**config.mk**
```make
export PLATFORM = sky130hd
export DESIGN_NAME = spi_ram_burst_slave_flat
export DESIGN_NICKNAME = d
export VERILOG_FILES = /design/src/rtl/spi_ram_pkg.sv /design/src/rtl/spi_ram_burst_slave_if.sv /design/src/rtl/spi_ram_mem.sv /design/src/rtl/spi_ram_burst_slave.sv /design/src/flat_wrapper.sv
export SDC_FILE = /design/constraint.sdc
export NUM_CORES = 2
export LEC_CHECK = 0
export ABC_AREA = 0
export BUFFER_PORTS_ARGS = -buffer_cell sky130_fd_sc_hd__buf_2
export CAP_MARGIN = 10
export CORE_ASPECT_RATIO = 0.8
export CORE_UTILIZATION = 60
export DETAILED_ROUTE_END_ITERATION = 10
export GPL_TIMING_DRIVEN = 0
export PLACE_DENSITY = 0.79
export SLEW_MARGIN = 40
export SYNTH_ARGS = -nofsm -noshare
export SYNTH_HDL_FRONTEND = slang
export SYNTH_HIERARCHICAL = 1
export SYNTH_SLANG_ARGS = --single-unit
export TNS_END_PERCENT = 50
```
**constraint.sdc**
```tcl
create_clock -name clk -period 4.95 [get_ports clk]
set_clock_uncertainty 0.15 [all_clocks]
set_input_delay 0.99 -clock clk [delete_from_list [all_inputs] [get_ports clk]]
set_output_delay 0.99 -clock clk [all_outputs]
set_load 0.03 [all_outputs]
```
**src/rtl/spi_ram_pkg.sv**
```systemverilog
// Shared types and constants for the SPI burst slave: FSM states, opcodes
// and the bit-counter width helper.
package spi_ram_pkg;

    typedef enum logic [2:0] {
        S_IDLE,
        S_CMD,
        S_WR_ADDR,
        S_WR_DATA,
        S_RD_ADDR,
        S_RD_TA,
        S_RD_DATA,
        S_DONE
    } state_t;

    localparam logic [1:0] OP_WR_ADDR = 2'b00;
    localparam logic [1:0] OP_WR_DATA = 2'b01;
    localparam logic [1:0] OP_RD_ADDR = 2'b10;
    localparam logic [1:0] OP_RD_DATA = 2'b11;

    // Counter must hold values up to the longer of the address and data fields.
    function automatic int spi_cnt_width(input int aw, input int dw);
        return $clog2(((aw > dw) ? aw : dw) + 1);
    endfunction

endpackage

```
**src/rtl/spi_ram_burst_slave_if.sv**
```systemverilog
// SPI pin bundle plus status outputs of the burst slave.
interface spi_ram_burst_slave_if;

    logic SS_n;
    logic MOSI;
    logic MISO;
    logic busy;
    logic frame_err;

    modport slave (
        input  SS_n,
        input  MOSI,
        output MISO,
        output busy,
        output frame_err
    );

    modport master (
        output SS_n,
        output MOSI,
        input  MISO,
        input  busy,
        input  frame_err
    );

endinterface

```
**src/rtl/spi_ram_mem.sv**
```systemverilog
// Single-port RAM: synchronous write, asynchronous read, one shared address.
module spi_ram_mem #(
    parameter int ADDR_WIDTH = 8,
    parameter int DATA_WIDTH = 8,
    parameter int MEM_DEPTH  = 256
) (
    input  logic                  clk,
    input  logic                  we,
    input  logic [ADDR_WIDTH-1:0] addr,
    input  logic [DATA_WIDTH-1:0] din,
    output logic [DATA_WIDTH-1:0] dout
);

    logic [DATA_WIDTH-1:0] mem [MEM_DEPTH];

    // No reset: contents survive rst by design.
    always_ff @(posedge clk) begin
        if (we) begin
            mem[addr] <= din;
        end
    end

    assign dout = mem[addr];

endmodule

```
**src/rtl/spi_ram_burst_slave.sv**
```systemverilog
// SPI slave with integrated RAM: 2-bit opcode frames, auto-incrementing
// burst write/read with address wrap, and abort detection.
module spi_ram_burst_slave
    import spi_ram_pkg::*;
#(
    parameter int ADDR_WIDTH = 8,
    parameter int DATA_WIDTH = 8,
    parameter int MEM_DEPTH  = 256
) (
    input  logic                  clk,
    input  logic                  rst,
    spi_ram_burst_slave_if.slave  bus
);

    localparam int CW = spi_cnt_width(ADDR_WIDTH, DATA_WIDTH);
    localparam int SW = ((ADDR_WIDTH > DATA_WIDTH) ? ADDR_WIDTH : DATA_WIDTH) - 1;

    state_t                state;
    logic [CW-1:0]         cnt;
    logic                  op_hi;
    logic [SW-1:0]         shift;
    logic [DATA_WIDTH-1:0] tx_reg;
    logic [ADDR_WIDTH-1:0] wr_addr;
    logic [ADDR_WIDTH-1:0] rd_addr;
    logic                  frame_err_q;

    logic                  mem_we;
    logic [ADDR_WIDTH-1:0] mem_addr;
    logic [DATA_WIDTH-1:0] mem_din;
    logic [DATA_WIDTH-1:0] mem_dout;

    logic                  last_addr_bit;
    logic                  last_data_bit;

    function automatic logic [ADDR_WIDTH-1:0] next_addr(input logic [ADDR_WIDTH-1:0] a);
        return (a == ADDR_WIDTH'(MEM_DEPTH - 1)) ? '0 : a + 1'b1;
    endfunction

    function automatic logic [ADDR_WIDTH-1:0] fold_addr(input logic [ADDR_WIDTH-1:0] a);
        return ADDR_WIDTH'(int'(a) % MEM_DEPTH);
    endfunction

    assign last_addr_bit = (cnt == CW'(ADDR_WIDTH - 1));
    assign last_data_bit = (cnt == CW'(DATA_WIDTH - 1));

    // Only WR_DATA writes; every other state reads through rd_addr.
    assign mem_addr = (state == S_WR_DATA) ? wr_addr : rd_addr;
    assign mem_din  = {shift[DATA_WIDTH-2:0], bus.MOSI};
    assign mem_we   = !rst && !bus.SS_n && (state == S_WR_DATA) && last_data_bit;

    spi_ram_mem #(
        .ADDR_WIDTH (ADDR_WIDTH),
        .DATA_WIDTH (DATA_WIDTH),
        .MEM_DEPTH  (MEM_DEPTH)
    ) u_mem (
        .clk  (clk),
        .we   (mem_we),
        .addr (mem_addr),
        .din  (mem_din),
        .dout (mem_dout)
    );

    always_ff @(posedge clk) begin
        if (rst) begin
            state       <= S_IDLE;
            cnt         <= '0;
            op_hi       <= 1'b0;
            shift       <= '0;
            tx_reg      <= '0;
            wr_addr     <= '0;
            rd_addr     <= '0;
            frame_err_q <= 1'b0;
        end else begin
            frame_err_q <= 1'b0;
            if (bus.SS_n) begin
                state <= S_IDLE;
                cnt   <= '0;
                if (state == S_CMD ||
                    ((state == S_WR_ADDR || state == S_WR_DATA || state == S_RD_ADDR) &&
                     cnt != '0)) begin
                    frame_err_q <= 1'b1;
                end
            end else begin
                case (state)
                    S_IDLE: begin
                        op_hi <= bus.MOSI;
                        state <= S_CMD;
                    end
                    S_CMD: begin
                        case ({op_hi, bus.MOSI})
                            OP_WR_ADDR: state <= S_WR_ADDR;
                            OP_WR_DATA: state <= S_WR_DATA;
                            OP_RD_ADDR: state <= S_RD_ADDR;
                            OP_RD_DATA: state <= S_RD_TA;
                        endcase
                    end
                    S_WR_ADDR, S_RD_ADDR: begin
                        shift <= {shift[SW-2:0], bus.MOSI};
                        if (last_addr_bit) begin
                            if (state == S_WR_ADDR) begin
                                wr_addr <= fold_addr({shift[ADDR_WIDTH-2:0], bus.MOSI});
                            end else begin
                                rd_addr <= fold_addr({shift[ADDR_WIDTH-2:0], bus.MOSI});
                            end
                            cnt   <= '0;
                            state <= S_DONE;
                        end else begin
                            cnt <= cnt + 1'b1;
                        end
                    end
                    S_WR_DATA: begin
                        shift <= {shift[SW-2:0], bus.MOSI};
                        if (last_data_bit) begin
                            wr_addr <= next_addr(wr_addr);
                            cnt     <= '0;
                        end else begin
                            cnt <= cnt + 1'b1;
                        end
                    end
                    S_RD_TA: begin
                        tx_reg  <= mem_dout;
                        rd_addr <= next_addr(rd_addr);
                        cnt     <= '0;
                        state   <= S_RD_DATA;
                    end
                    S_RD_DATA: begin
                        // Reload on the edge that retires the last bit keeps the stream gapless.
                        if (last_data_bit) begin
                            tx_reg  <= mem_dout;
                            rd_addr <= next_addr(rd_addr);
                            cnt     <= '0;
                        end else begin
                            tx_reg <= tx_reg << 1;
                            cnt    <= cnt + 1'b1;
                        end
                    end
                    S_DONE: begin
                    end
                    default: state <= S_IDLE;
                endcase
            end
        end
    end

    assign bus.MISO      = (state == S_RD_DATA) ? tx_reg[DATA_WIDTH-1] : 1'b0;
    assign bus.busy      = (state != S_IDLE);
    assign bus.frame_err = frame_err_q;

endmodule

```
**src/flat_wrapper.sv**
```systemverilog
// flat-port wrapper written by rule: the top's interface ports become plain ports
module spi_ram_burst_slave_flat import spi_ram_pkg::*;
#(
    parameter int ADDR_WIDTH = 8,
    parameter int DATA_WIDTH = 8,
    parameter int MEM_DEPTH  = 256
)
  (clk, rst, bus_SS_n, bus_MOSI, bus_MISO, bus_busy, bus_frame_err);
  spi_ram_burst_slave_if bus_i ();
  input  logic clk;
  input  logic rst;
  input wire logic [$bits(bus_i.SS_n)-1:0] bus_SS_n;
  input wire logic [$bits(bus_i.MOSI)-1:0] bus_MOSI;
  output wire logic [$bits(bus_i.MISO)-1:0] bus_MISO;
  output wire logic [$bits(bus_i.busy)-1:0] bus_busy;
  output wire logic [$bits(bus_i.frame_err)-1:0] bus_frame_err;
  assign bus_i.SS_n = bus_SS_n;
  assign bus_i.MOSI = bus_MOSI;
  assign bus_MISO = bus_i.MISO;
  assign bus_busy = bus_i.busy;
  assign bus_frame_err = bus_i.frame_err;
  spi_ram_burst_slave #(.ADDR_WIDTH(ADDR_WIDTH), .DATA_WIDTH(DATA_WIDTH), .MEM_DEPTH(MEM_DEPTH)) u_core (.clk(clk), .rst(rst), .bus(bus_i));
endmodule
```
# Word-level counts from Yosys, hierarchy flattened
# Memories as Yosys holds them, arrays and structs flattened.
# Index checks and enable logic that the tools add are counted.
# Widths: inputs -> output; s select.
[classes] addsub=3 eq_ne=17 muxes=22 bitwise_logic=1 n_reduce_logical=29
[op_table] op="$mux 8" n=10
[op_table] op="$pmux 8 s2" n=2
[op_table] op="$pmux 3 s4" n=2
[op_table] op="$pmux 8 s3" n=1
[op_table] op="$add 8x1->8 const B" n=2
[op_table] op="$eq 8x8->1 const B" n=2
[op_table] op="$reduce_and 5->1" n=2
[op_table] op="$eq 3x3->1 const B" n=3
[op_table] op="$ne 2x1->1 const B" n=4
[op_table] op="$pmux 4 s2" n=1
[op_table] op="$reduce_and 2->1" n=4
[op_table] op="$reduce_bool 4->1" n=2
[op_table] op="$eq 3x2->1 const B" n=2
[op_table] op="$reduce_bool 2->1" n=3
[op_table] op="$reduce_bool 3->1" n=2
[op_table] op="$reduce_or 2->1" n=3
[op_table] op="$add 4x1->4 const B" n=1
[op_table] op="$eq 2x2->1 const B" n=2
[op_table] op="$eq 4x3->1 const B" n=1
[op_table] op="$logic_and 1x1->1" n=4
[op_table] op="$mux 1" n=4
[op_table] op="$mux 4" n=1
[op_table] op="$reduce_or 4->1" n=1
[op_table] op="$eq 3x1->1 const B" n=1
[op_table] op="other kinds (9)" n=12
[word_totals] reg_bits=40 ram_bits=2048 in_bits=4 output_inout_bits=3 mem_count=1
[mem_list] memory="u_core.u_mem.mem" depth=256 width=8 rd=1 rd_clocked_by_memory_dff=0 wr=1 line="spi_ram_mem.sv:14" source="logic [DATA_WIDTH-1:0] mem [MEM_DEPTH];"

# Depth between registers and ports, before layout
[depth] ltp_word=6 depth_mapped=17

# By module
# Netlist, hierarchy kept.
[modules_own_cells] module="spi_ram_mem" instances=1 cells_each=3539 area_per_inst_um2=78332.6
[modules_own_cells] module="spi_ram_burst_slave" instances=1 cells_each=295 area_per_inst_um2=2397.3

# Worst setup path before layout
# OpenSTA, ideal clock, no wires.
[synth_path] path_type="register -> register" from="register u_core.shift[5]" to="register u_core.rd_addr[6]" setup_time_ns=0.092 arrival_time_ns=4.249 required_ns=4.708 setup_slack_ns=0.459 stages_incl_launch_ff=4 n_path_buf=0 path_cell_list="dfxtp_1 > o21ai_0 > o31a_1 > o32ai_1"
[synth_between] elab_chain_len=3
[synth_rtl] element="from (decl)" line="spi_ram_burst_slave.sv:21" source="logic [SW-1:0] shift;"
[synth_rtl] element="from (signal assigned)" line="spi_ram_burst_slave.sv:98" source="shift <= {shift[SW-2:0], bus.MOSI};"
[synth_rtl] element="from (signal assigned)" line="spi_ram_burst_slave.sv:112" source="shift <= {shift[SW-2:0], bus.MOSI};"
[synth_rtl] element="$mux 8" line="spi_ram_burst_slave.sv:100" source="if (state == S_WR_ADDR) begin"
[synth_rtl] element="$mux 8" line="spi_ram_burst_slave.sv:99" source="if (last_addr_bit) begin"
[synth_rtl] element="$pmux 8 s3" line="spi_ram_burst_slave.sv:84" source="case (state)"
[synth_rtl] element="to (signal assigned)" line="spi_ram_burst_slave.sv:103" source="rd_addr <= fold_addr({shift[ADDR_WIDTH-2:0], bus.MOSI});"
[synth_rtl] element="to (signal assigned)" line="spi_ram_burst_slave.sv:122" source="rd_addr <= next_addr(rd_addr);"
[synth_rtl] element="to (signal assigned)" line="spi_ram_burst_slave.sv:130" source="rd_addr <= next_addr(rd_addr);"
[synth_rtl] element="to (decl)" line="spi_ram_burst_slave.sv:24" source="logic [ADDR_WIDTH-1:0] rd_addr;"
# Every way passes these cells. The select of a mux whose other input is x is not followed.
# A chain may end at the register's enable or synchronous reset.

# Worst setup path in the final report
[layout_path] from="register u_core.state[1]" to="memory u_core.u_mem.mem[96][4] (enable)"
[layout_between] word_cells_on_any_way=6 cone_classes="eq/ne (1); mux (3); reduce/logical (2)"
[layout_rtl] element="from (decl)" line="spi_ram_burst_slave.sv:18" source="state_t state;"
[layout_rtl] element="from (signal assigned)" line="spi_ram_burst_slave.sv:65" source="state <= S_IDLE;"
[layout_rtl] element="from (signal assigned)" line="spi_ram_burst_slave.sv:76" source="state <= S_IDLE;"
[layout_rtl] element="from (signal assigned)" line="spi_ram_burst_slave.sv:87" source="state <= S_CMD;"
[layout_rtl] element="$eq 3x2->1" line="spi_ram_burst_slave.sv:47" source="assign mem_addr = (state == S_WR_DATA) ? wr_addr : rd_addr;"
[layout_rtl] element="$mux 8" line="spi_ram_burst_slave.sv:47"
[layout_rtl] element="net u_core.mem_addr[3]" line="spi_ram_burst_slave.sv:28" source="logic [ADDR_WIDTH-1:0] mem_addr;"
[layout_rtl] element="to (decl)" line="spi_ram_mem.sv:14"
# The timed path passes the listed nets, and every way through them passes these cells.

==> results.yml <==
power:
  power.share.switching_pct: 19.5
  comb_power_share_pct: 0.3
  switchingPower_mw: 6.50
  internal_power_mw: 26.8
  total_power_mw: 33.3
  ir_drop_v: 0.000387
  power_density_nw_per_um2: 365
  clockPowerShare_pct: 42.3
  power_frac_seq_pct: 57.4
  leakage_nw: 28.7
synthesis:
  synth_cell_types: 65
  ys_top_cells_by_count: "edfxtp_1, mux4_2, nor2_1"
  synth_warnings: 6
  synthCells: 3834
  synth-edff-count: 2048
  ys_ff_latch: 2088
  synth_area_leaders: "edfxtp_1, mux4_2, a22oi_1"
  synth_nets: 3842
  synth-main-ff-cell: "edfxtp_1"
  yosysTopAreaCell: "edfxtp_1"
  synth.most_common_cell: "edfxtp_1"
  synth-seq-area-share_pct: 77.2
  synth_top_area_share_pct: 76.2
  avgSynthCellArea_um2: 21.1
  async_reset_ff_share_pct: 0
  synthesis.area_um2: 80700
sta:
  rsz0062_at_grt: "yes"
  timing.final.crit_share_pct: 102
  whs_ps: 357
  worstMarginPinSlew_ps: 1100
  finalSetupViolations: 74
  post-route-worst-setup-slack_ps: -111
  clock.fmax_mhz: 198
  slew_headroom_pct: 26.5
  drv_slew: 0
  fin_crit_ps: 5060
  hold_viol: 0
worst_setup_path:
  path_max_fanout: 19
  cp_slowest_cell: "nor2_1"
  end_kind: "flop"
  critPathArrivalTime_ps: 5350
  start_kind: "flop"
  path_cells: "buf_2, nand3b_2, buf_2, nand2_1, o21ai_0, clkbuf_4, nor2_4, clkbuf_4, clkbuf_2, nand3_1, clkbuf_2, nor2_1"
  r2r_slack_ps: -110
  required_ps: 5240
  crit_type: "reg2reg"
  max_stage_delay_ps: 700
die:
  die-area_um2: 136000
  die_h_um: 330
  core_area_um2: 133000
  dieWidth_um: 412
  fp-row-count: 119
  start_util_pct: 60.9
  io_pins: 7
clocking:
  clk_pin_slew_ps: 70
  cts_hold_buf: 0
  numCtsBuffers: 184
  root_buffer: "clkbuf_16"
  clkLatencyLatePin_ps: 840
  cts_tree: "built"
  clockBufferDepth: 3
  cts.htree.levels: 4
  clock-sinks: 2088
status:
  violations: "setup timing"
  status: "finished with violations"
place:
  placed_cells: 5646
  dp_slack_ps: -1310
  port_buffers: 4
  dpl.hpwl_mm: 142
  gp_congestion: 1.01
run:
  drv_cap: 0
detailed_routing:
  num_vias: 43600
  dr.pass1.iters: 7
  vias_per_cell: 7.29
  ant_nets: 0
  drc_errors: 0
  wl_per_cell_um: 36.9
  wl_mm: 221
  drt_iter0_markers: 7415
cells_and_area:
  final_cells: 5982
  largest_register_ffs: 2048
  drive_gt1_share_pct: 30.1
  area_delta_synth_final_pct: 13.3
  nets: 4085
  top_register: "u_core/u_mem/mem"
min_path:
  hold_path.class: "reg2reg"
global_route:
  grt_max_degree: 100
  grt_pass1_wl_mm: 310
  grt_use_total_pct: 32.8
  grt_pass1_vias: 42600
  gr-total-overflow: 0
  grt_antenna_before_repair: 4
-- what timing repair did --
item / in CTS / in global routing
endpoints found under the setup margin: 1891 / 1290
pin swaps: 0 / 2
gates resized for setup: 250 / 162
setup buffers: 0 / 0
-- layout make-up --
class                   count  area, um2
flip-flops and latches   2088      62300
fillers                  7560      41000
multi-input cells        1482      18600
clock buffers             235       4850
well taps                1754       2190
plain buffers             253       1420
repair buffers             58       1140
clock inverters           100        967
inverters                  10       37.5
diodes                      2       5.00
-- power by group through the flow --
stage	Clock, mW	Sequential, mW	Combinational (mW)
after floorplan	0	19.5	0.0388
after global placement	0	19.5	0.0873
after detailed placement	0	19.5	0.105
after CTS	14.2	19.1	0.106
after global routing	14.8	19.1	0.113
final	14.1	19.1	0.108
-- per-layer routing --
| layer | routed length [um] | track usage [%] | vias to the layer above |
|---|---|---|---|
| met1 | 75500 | 45.6 | 22400 |
| met2 | 99200 | 47.9 | 3981 |
| li1 | - | - | 16700 |
| met5 | 28 | 0 | - |
| met3 | 36000 | 12.1 | 636 |
| met4 | 10200 | 13.1 | 4 |
-- worst max-delay path: cells and delay by family (launching register included) --
| family | cells | cell delay (ps) |
|---|---|---|
| AOI/OAI and AO/OA | 1 | 110 |
| buffers and inverters | 6 | 2130 |
| and+or+nand+nor | 5 | 1780 |
| DFF | 1 | 460 |
-- worst paths after layout --
check | start | endpoint | cells after the start
max reg2reg | u_core/state[1] | u_core/u_mem/mem[96][4] | 12
min | u_core/tx_reg[4] | u_core/tx_reg[4] | 2
min reg2reg | u_core/tx_reg[4] | u_core/tx_reg[4] | 2
max | u_core/state[1] | u_core/u_mem/mem[96][4] | 12
-- placed cells by master, fill, tap and decap left out, drive strengths merged, types with 40 or more instances in the layout --
cell type / n
edfxtp: 2048
mux4: 512
clkbuf: 398
nor2: 261
a22oi: 257
buf: 148
a21oi: 146
clkinv: 72
nand2: 59
dfxtp: 40
-- metrics by stage --
| stage | area, um2 | setup TNS, ps | util (%) |
|---|---|---|---|
| floorplan | 80700 | 0 | - |
| global placement | 82900 | -8839590 | 62.6 |
| detailed placement | 84300 | -1497820 | 63.7 |
| CTS | 90900 | -442 | 68.6 |
| global route | 91500 | -2960 | 69.0 |
| finish | 91500 | -2550 | 69.0 |
-- cells by family (layout without fill, tap and decap cells) --
family / after synthesis / count (layout) / synth area share, %
XOR/XNOR: 1 / 1 / 0.0202
other: 0 / 2 / 0
AND/OR/NAND/NOR: 451 / 451 / 2.48
multiplexers: 529 / 529 / 14.5
AO/OA/AOI/OAI: 497 / 497 / 4.24
flip-flops: 2088 / 2088 / 77.2
adder cells (fa/ha/maj): 4 / 4 / 0.0620
buffers and inverters: 264 / 656 / 1.53
No activity file was read; power rests on OpenSTA's default activity.
